`src/rtl/imm_gen_pipe.sv`:
```
// Registered immediate generator with a 2-entry skid buffer on the output side.
// Optional macro IMM_GEN_CSR_ZIMM_EN: CSR immediate forms decode as fmt Z (zimm).
module imm_gen_pipe #(
  parameter int XLEN  = 32,
  parameter int FMT_W = 3
) (
  input  logic             clk,
  input  logic             rst,
  input  logic             flush,
  input  logic             in_valid,
  output logic             in_ready,
  input  logic [31:0]      in_instr,
  input  logic [XLEN-1:0]  in_pc,
  output logic             out_valid,
  input  logic             out_ready,
  output logic [31:0]      out_instr,
  output logic [XLEN-1:0]  out_pc,
  output logic [XLEN-1:0]  out_imm,
  output logic [FMT_W-1:0] out_fmt,
  output logic [XLEN-1:0]  out_target
);

  localparam logic [6:0] OP_ALUI   = 7'b0010011;
  localparam logic [6:0] OP_LOAD   = 7'b0000011;
  localparam logic [6:0] OP_JALR   = 7'b1100111;
  localparam logic [6:0] OP_SYSTEM = 7'b1110011;
  localparam logic [6:0] OP_STORE  = 7'b0100011;
  localparam logic [6:0] OP_BRANCH = 7'b1100011;
  localparam logic [6:0] OP_LUI    = 7'b0110111;
  localparam logic [6:0] OP_AUIPC  = 7'b0010111;
  localparam logic [6:0] OP_JAL    = 7'b1101111;

  localparam logic [FMT_W-1:0] FMT_NONE = FMT_W'(0);
  localparam logic [FMT_W-1:0] FMT_I    = FMT_W'(1);
  localparam logic [FMT_W-1:0] FMT_S    = FMT_W'(2);
  localparam logic [FMT_W-1:0] FMT_B    = FMT_W'(3);
  localparam logic [FMT_W-1:0] FMT_U    = FMT_W'(4);
  localparam logic [FMT_W-1:0] FMT_J    = FMT_W'(5);
`ifdef IMM_GEN_CSR_ZIMM_EN
  localparam logic [FMT_W-1:0] FMT_Z    = FMT_W'(6);
`endif

  typedef enum logic [1:0] {S_EMPTY, S_ONE, S_TWO} state_t;

  // Fields are packed at the MSB end and arithmetic-shifted down, which
  // sign-extends to any XLEN without zero-width replications.
  function automatic logic signed [XLEN-1:0] sx(input logic [XLEN-1:0] v, input int sh);
    return $signed(v) >>> sh;
  endfunction

  function automatic logic signed [XLEN-1:0] imm_i(input logic [31:0] ins);
    return sx({ins[31:20], {(XLEN-12){1'b0}}}, XLEN-12);
  endfunction

  function automatic logic signed [XLEN-1:0] imm_s(input logic [31:0] ins);
    return sx({ins[31:25], ins[11:7], {(XLEN-12){1'b0}}}, XLEN-12);
  endfunction

  function automatic logic signed [XLEN-1:0] imm_b(input logic [31:0] ins);
    return sx({ins[31], ins[7], ins[30:25], ins[11:8], 1'b0, {(XLEN-13){1'b0}}}, XLEN-13);
  endfunction

  function automatic logic signed [XLEN-1:0] imm_u(input logic [31:0] ins);
    return sx({ins[31:12], {(XLEN-20){1'b0}}}, XLEN-32);
  endfunction

  function automatic logic signed [XLEN-1:0] imm_j(input logic [31:0] ins);
    return sx({ins[31], ins[19:12], ins[20], ins[30:21], 1'b0, {(XLEN-21){1'b0}}}, XLEN-21);
  endfunction

  state_t                  state_q, state_d;
  logic                    accept, ld_out, ld_skid, mv_skid, vld_p1;

  logic signed [XLEN-1:0]  imm_p0;
  logic [FMT_W-1:0]        fmt_p0;
  logic [XLEN-1:0]         target_p0;

  logic [31:0]             out_instr_p1, skid_instr_p1;
  logic [XLEN-1:0]         out_pc_p1, skid_pc_p1;
  logic signed [XLEN-1:0]  out_imm_p1, skid_imm_p1;
  logic [FMT_W-1:0]        out_fmt_p1, skid_fmt_p1;
  logic [XLEN-1:0]         out_target_p1, skid_target_p1;

  // Stage p0: combinational decode of the incoming instruction
  always_comb begin
    fmt_p0 = FMT_NONE;
    imm_p0 = '0;
    case (in_instr[6:0])
      OP_ALUI, OP_LOAD, OP_JALR: begin
        fmt_p0 = FMT_I;
        imm_p0 = imm_i(in_instr);
      end
      OP_SYSTEM: begin
`ifdef IMM_GEN_CSR_ZIMM_EN
        if (in_instr[14]) begin
          fmt_p0 = FMT_Z;
          imm_p0 = $signed({{(XLEN-5){1'b0}}, in_instr[19:15]});
        end else begin
          fmt_p0 = FMT_I;
          imm_p0 = imm_i(in_instr);
        end
`else
        fmt_p0 = FMT_I;
        imm_p0 = imm_i(in_instr);
`endif
      end
      OP_STORE: begin
        fmt_p0 = FMT_S;
        imm_p0 = imm_s(in_instr);
      end
      OP_BRANCH: begin
        fmt_p0 = FMT_B;
        imm_p0 = imm_b(in_instr);
      end
      OP_LUI, OP_AUIPC: begin
        fmt_p0 = FMT_U;
        imm_p0 = imm_u(in_instr);
      end
      OP_JAL: begin
        fmt_p0 = FMT_J;
        imm_p0 = imm_j(in_instr);
      end
      default: begin
        fmt_p0 = FMT_NONE;
        imm_p0 = '0;
      end
    endcase
  end

  assign target_p0 = in_pc + $unsigned(imm_p0);

  // in_ready depends only on rst and the state register, never on out_ready
  assign in_ready = ~rst & (state_q != S_TWO);
  assign accept   = in_valid & in_ready & ~flush;

  always_ff @(posedge clk) begin
    if (rst) state_q <= S_EMPTY;
    else     state_q <= state_d;
  end

  always_comb begin
    state_d = state_q;
    ld_out  = 1'b0;
    ld_skid = 1'b0;
    mv_skid = 1'b0;
    if (flush) begin
      state_d = S_EMPTY;
    end else begin
      case (state_q)
        S_EMPTY: begin
          if (accept) begin
            state_d = S_ONE;
            ld_out  = 1'b1;
          end
        end
        S_ONE: begin
          if (accept && out_ready) begin
            ld_out = 1'b1;
          end else if (accept) begin
            state_d = S_TWO;
            ld_skid = 1'b1;
          end else if (out_ready) begin
            state_d = S_EMPTY;
          end
        end
        S_TWO: begin
          if (out_ready) begin
            state_d = S_ONE;
            mv_skid = 1'b1;
          end
        end
        default: state_d = S_EMPTY;
      endcase
    end
  end

  // Stage p1: output register and skid register
  always_ff @(posedge clk) begin
    if (rst) begin
      out_instr_p1  <= '0;
      out_pc_p1     <= '0;
      out_imm_p1    <= '0;
      out_fmt_p1    <= '0;
      out_target_p1 <= '0;
    end else if (ld_out) begin
      out_instr_p1  <= in_instr;
      out_pc_p1     <= in_pc;
      out_imm_p1    <= imm_p0;
      out_fmt_p1    <= fmt_p0;
      out_target_p1 <= target_p0;
    end else if (mv_skid) begin
      out_instr_p1  <= skid_instr_p1;
      out_pc_p1     <= skid_pc_p1;
      out_imm_p1    <= skid_imm_p1;
      out_fmt_p1    <= skid_fmt_p1;
      out_target_p1 <= skid_target_p1;
    end
  end

  always_ff @(posedge clk) begin
    if (rst) begin
      skid_instr_p1  <= '0;
      skid_pc_p1     <= '0;
      skid_imm_p1    <= '0;
      skid_fmt_p1    <= '0;
      skid_target_p1 <= '0;
    end else if (ld_skid) begin
      skid_instr_p1  <= in_instr;
      skid_pc_p1     <= in_pc;
      skid_imm_p1    <= imm_p0;
      skid_fmt_p1    <= fmt_p0;
      skid_target_p1 <= target_p0;
    end
  end

  assign vld_p1     = (state_q != S_EMPTY);
  assign out_valid  = vld_p1;
  assign out_instr  = out_instr_p1;
  assign out_pc     = out_pc_p1;
  assign out_imm    = out_imm_p1;
  assign out_fmt    = out_fmt_p1;
  assign out_target = out_target_p1;

endmodule

```
`config.mk`:
```
export PLATFORM = sky130hd
export DESIGN_NAME = imm_gen_pipe
export DESIGN_NICKNAME = d
export VERILOG_FILES = /design/src/rtl/imm_gen_pipe.sv
export SDC_FILE = /design/constraint.sdc
export NUM_CORES = 1
export LEC_CHECK = 0
export ABC_AREA = 1
export BUFFER_PORTS_ARGS = -buffer_cell sky130_fd_sc_hd__buf_2
export CORE_MARGIN = 5
export CORE_UTILIZATION = 45
export CTS_BUF_LIST = sky130_fd_sc_hd__clkbuf_16
export CTS_CLUSTER_DIAMETER = 150
export DETAILED_ROUTE_END_ITERATION = 7
export HOLD_SLACK_MARGIN = 0.1
export PLACE_DENSITY = 0.69
export SYNTH_ARGS = -nofsm -noshare
export SYNTH_HDL_FRONTEND = slang
export SYNTH_SLANG_ARGS = --single-unit
```
`constraint.sdc`:
```
create_clock -name clk -period 5.4 [get_ports clk]
set_input_delay 0.81 -clock clk [delete_from_list [all_inputs] [get_ports clk]]
set_output_delay 0.81 -clock clk [all_outputs]
set_load 0.01 [all_outputs]
```
==> out/metrics.csv <==
metric,value,unit
status,completed,
io_buffers,201,
cp_max_fo,5,
reg2reg_depth,8,
cap_violations,0,
grt_pass1_vias,11570,
hpwl,29100,um
syn_inst,1909,
max_freq,265,MHz
synth.distinct_cells,38,
crit_family,simple AND/OR/NAND/NOR gates,
die_h,179,um
whs_path_depth,2,
rsz0062_at_grt,no,
core_region_area,0.0285,mm2
stdcell_count,2451,
cts_tree,built,
worstReg2RegEnd,skid_target_p1[9]$_SDFFE_PP0P_,
route.antenna.remaining_nets,0,
die_area,0.0321,mm2
ir_worst_vdd,0.000186,V
grt_start_max_net_pins,129,
antenna_found_initial,2,
placed_cells,2400,
finalSetupTns,0,ns
cts_sinks,264,
min_path_type,reg -> reg,
wl_per_cell,17.0,um
fin_crit_sh,0.698,
comb_power_share,0.087,
min_to,skid_imm_p1[25]$_SDFFE_PP0P_,
drt_iter0_markers,1211,
post_cts_buffers,0,
cts_resized,0,
r2r_start,state_q[0]$_SDFFE_PP0P_,
viasPerCell,5.23,
route.detailed.drc,0,
dr.pass1.iters,5,
setup_viol,0,
cts_max_path_buffers,3,
crit_chain,buf_2 > nor2_1 > inv_1 > nor2_1 > nand2_1 > nand2_1 > inv_1 > nand2_1 > inv_1 > o21ai_0 > ha_1 > nand2_1 > inv_1 > nand2_1 > nand2_1 > nand2_1 > nand2_1 > or2_2 > nand2_1 > nand2_1 > o211ai_1 > inv_1,
yosys_warnings,0,
finalCriticalPeriod,3.77,ns
whs,0.466,ns
cts_buffers,29,
io_pins,202,
p_per_area,281,mW/mm2
gp_congestion,0.950,
synth_nets,2010,
synth.avg_cell_area,6.74,um2
worstPathRequired,5.85,ns
p_clk_frac,0.437,
cp_common_cell,nand2_1,
initial_core_util,0.452,
nets,2148,
area_growth,15.7,%
synth.area.top_cells,"dfxtp_1 41%, nand2_1 17%, inv_1 6.6%",
wl,41600,um
clkTransAtPathRegs,0.06,ns
synthesis.area,0.0129,mm2
p_switching,0.00108,W
maxSlewHeadroom,0.318,
hold_viol,0,
slowest_delay,0.70,ns
tightestPinTransition,1.02,ns
netlist.area_leader.share,0.411,
grt_overflow,0,
worstSkewPairLatency,0.56,ns
startpoint_type,primary input,
cp_slowest_cell,o21ai_0,
min_from,skid_imm_p1[25]$_SDFFE_PP0P_,
finClkSkew,0.0117,ns
chipWidth,179,um
gr-usage-all-layers,0.249,
r2r_slack,2.66,ns
diodes,0,
ys_seq_area_frac,0.411,
drive_above_1_share,0.133,
crit_path_end_kind,flip-flop,
final_max_slew_viol_count,0,
num_vias,12822,
p_sw_frac,0.259,
htree_levels,1,
ys_ff_latch,264,
p_int,0.00311,W
cts_hold_buf,0,
root_buffer,clkbuf_16,
synth_top_cell_by_area,dfxtp_1,
leakage,7.12,nW
seq_power_share,0.476,
cp_num_buf_inv,6,
power,0.00419,W
grt_pass1_wl,63900,um
crit_type,in -> reg,
rows,62,
cp.arrival,4.21,ns
power by group through the flow:
stage	clock, W	combinational [W]	sequential, W
final	0.00183	0.000366	0.00199
after global routing	0.00195	0.000403	0.00200
after CTS	0.00186	0.000365	0.00199
after detailed placement	0	0.000363	0.00204
after global placement	0	0.000362	0.00204
after floorplan	0	0.000201	0.00205
cells in the mapped netlist:
master       n
inv_1      225
and2_1       1
nor3_2       2
o21ai_0    146
ha_1        31
a22oi_1     12
nor2_2       1
buf_1        8
o211ai_1    14
o21ai_1     13
xor2_1       9
nand2_1    567
nand3b_1     5
a211oi_1     1
xnor2_1      3
clkbuf_1    58
fa_1         1
o21bai_1    11
nand4_1      3
buf_2       31
nor2_8       1
o22ai_1      1
a21oi_1    133
o21a_1       4
nor2_1     205
a21o_1       1
a31oi_1     77
o2111ai_1    1
nand3_1     46
or2_2        5
dfxtp_1    264
or2_4        1
a221oi_2     1
a211oi_2    11
inv_2        3
nor3_1       6
buf_6        6
or2_1        1
layer usage:
| metal | share of wire | vias up | routed length (um) | global-route usage |
|---|---|---|---|---|
| met4 | 0.029 | 2 | 1220 | 0.0724 |
| met2 | 0.44 | 494 | 18200 | 0.382 |
| met5 | 0.00017 | - | 7 | 0 |
| met3 | 0.081 | 75 | 3380 | 0.0470 |
| met1 | 0.45 | 5864 | 18700 | 0.356 |
| li1 | - | 6387 | - | - |
logic make-up after synthesis:
family,synth area share
buffers and inverters,0.103
flip-flops,0.411
AND/OR/NAND/NOR,0.257
AO/OA/AOI/OAI,0.189
XOR/XNOR,0.00817
adder cells (fa/ha/maj),0.0317
per-stage QoR:
| stage | utilization | setup WS, ns | cell area [um2] |
|---|---|---|---|
| after floorplan | - | 2.16 | 12900 |
| after global placement | 0.493 | 1.21 | 14000 |
| after detailed placement | 0.493 | 1.20 | 14000 |
| after CTS | 0.523 | 1.77 | 14900 |
| after global routing | 0.523 | 1.39 | 14900 |
| final | 0.523 | 1.63 | 14900 |
placed cells by master (no fill, tap or decap), drive strengths merged:
| cell | n |
|---|---|
| a21o | 1 |
| buf | 210 |
| a31oi | 77 |
| inv | 234 |
| and2 | 1 |
| bufinv | 1 |
| a211oi | 12 |
| clkinv | 14 |
| dfxtp | 264 |
| nand2 | 567 |
| a21oi | 133 |
| xor2 | 9 |
| o21ai | 159 |
| fa | 1 |
| or2 | 7 |
| o211ai | 14 |
| nor3 | 8 |
| o21a | 4 |
| o21bai | 11 |
| nand3b | 5 |
| clkbuf | 29 |
| o22ai | 1 |
| nand4 | 3 |
| nor2 | 207 |
| o2111ai | 1 |
| ha | 31 |
| clkinvlp | 1 |
| a22oi | 12 |
| a221oi | 1 |
| xnor2 | 3 |
| nand3 | 46 |
layout make-up:
cell class,count,area (um2)
multi-input combinational,1314,6280
sequential,264,5290
inverter,228,858
tap,384,480
clock inverter,22,136
timing repair buffer,210,1130
fill,2893,13600
clock buffer,29,726
worst register-to-register path: stages (launching register included):
cell and delay [ns]:
dfxtp_1 0.35, inv_1 0.07, or2_1 0.22, or2_4 0.26, nor2_8 0.48, buf_4 0.84
o21ai_0 0.19, o21bai_1 0.20, inv_1 0.08
worst max-delay path by stage:
stage,start,endpoint,slack [ns],depth (start not counted)
floorplan,in_instr[2],skid_target_p1[28]$_SDFFE_PP0P_,2.16,24
global placement,in_instr[2],out_target[16]$_SDFFE_PP0P_,1.21,22
detailed placement,in_instr[2],skid_target_p1[28]$_SDFFE_PP0P_,1.20,26
CTS,in_instr[2],skid_target_p1[28]$_SDFFE_PP0P_,1.77,26
global route,in_instr[2],skid_target_p1[30]$_SDFFE_PP0P_,1.39,25
finish,in_instr[2],skid_target_p1[13]$_SDFFE_PP0P_,1.63,22
sequential cells by signal (all words and copies together), names as in the netlist:
signal          flops
skid_imm_p1        32
out_imm            32
out_target         32
out_instr          32
out_pc             32
skid_fmt_p1         3
skid_pc_p1         32
out_fmt             3
state_q             2
skid_target_p1     32
skid_instr_p1      32
Note: power is estimated with default switching activity, not from simulation.
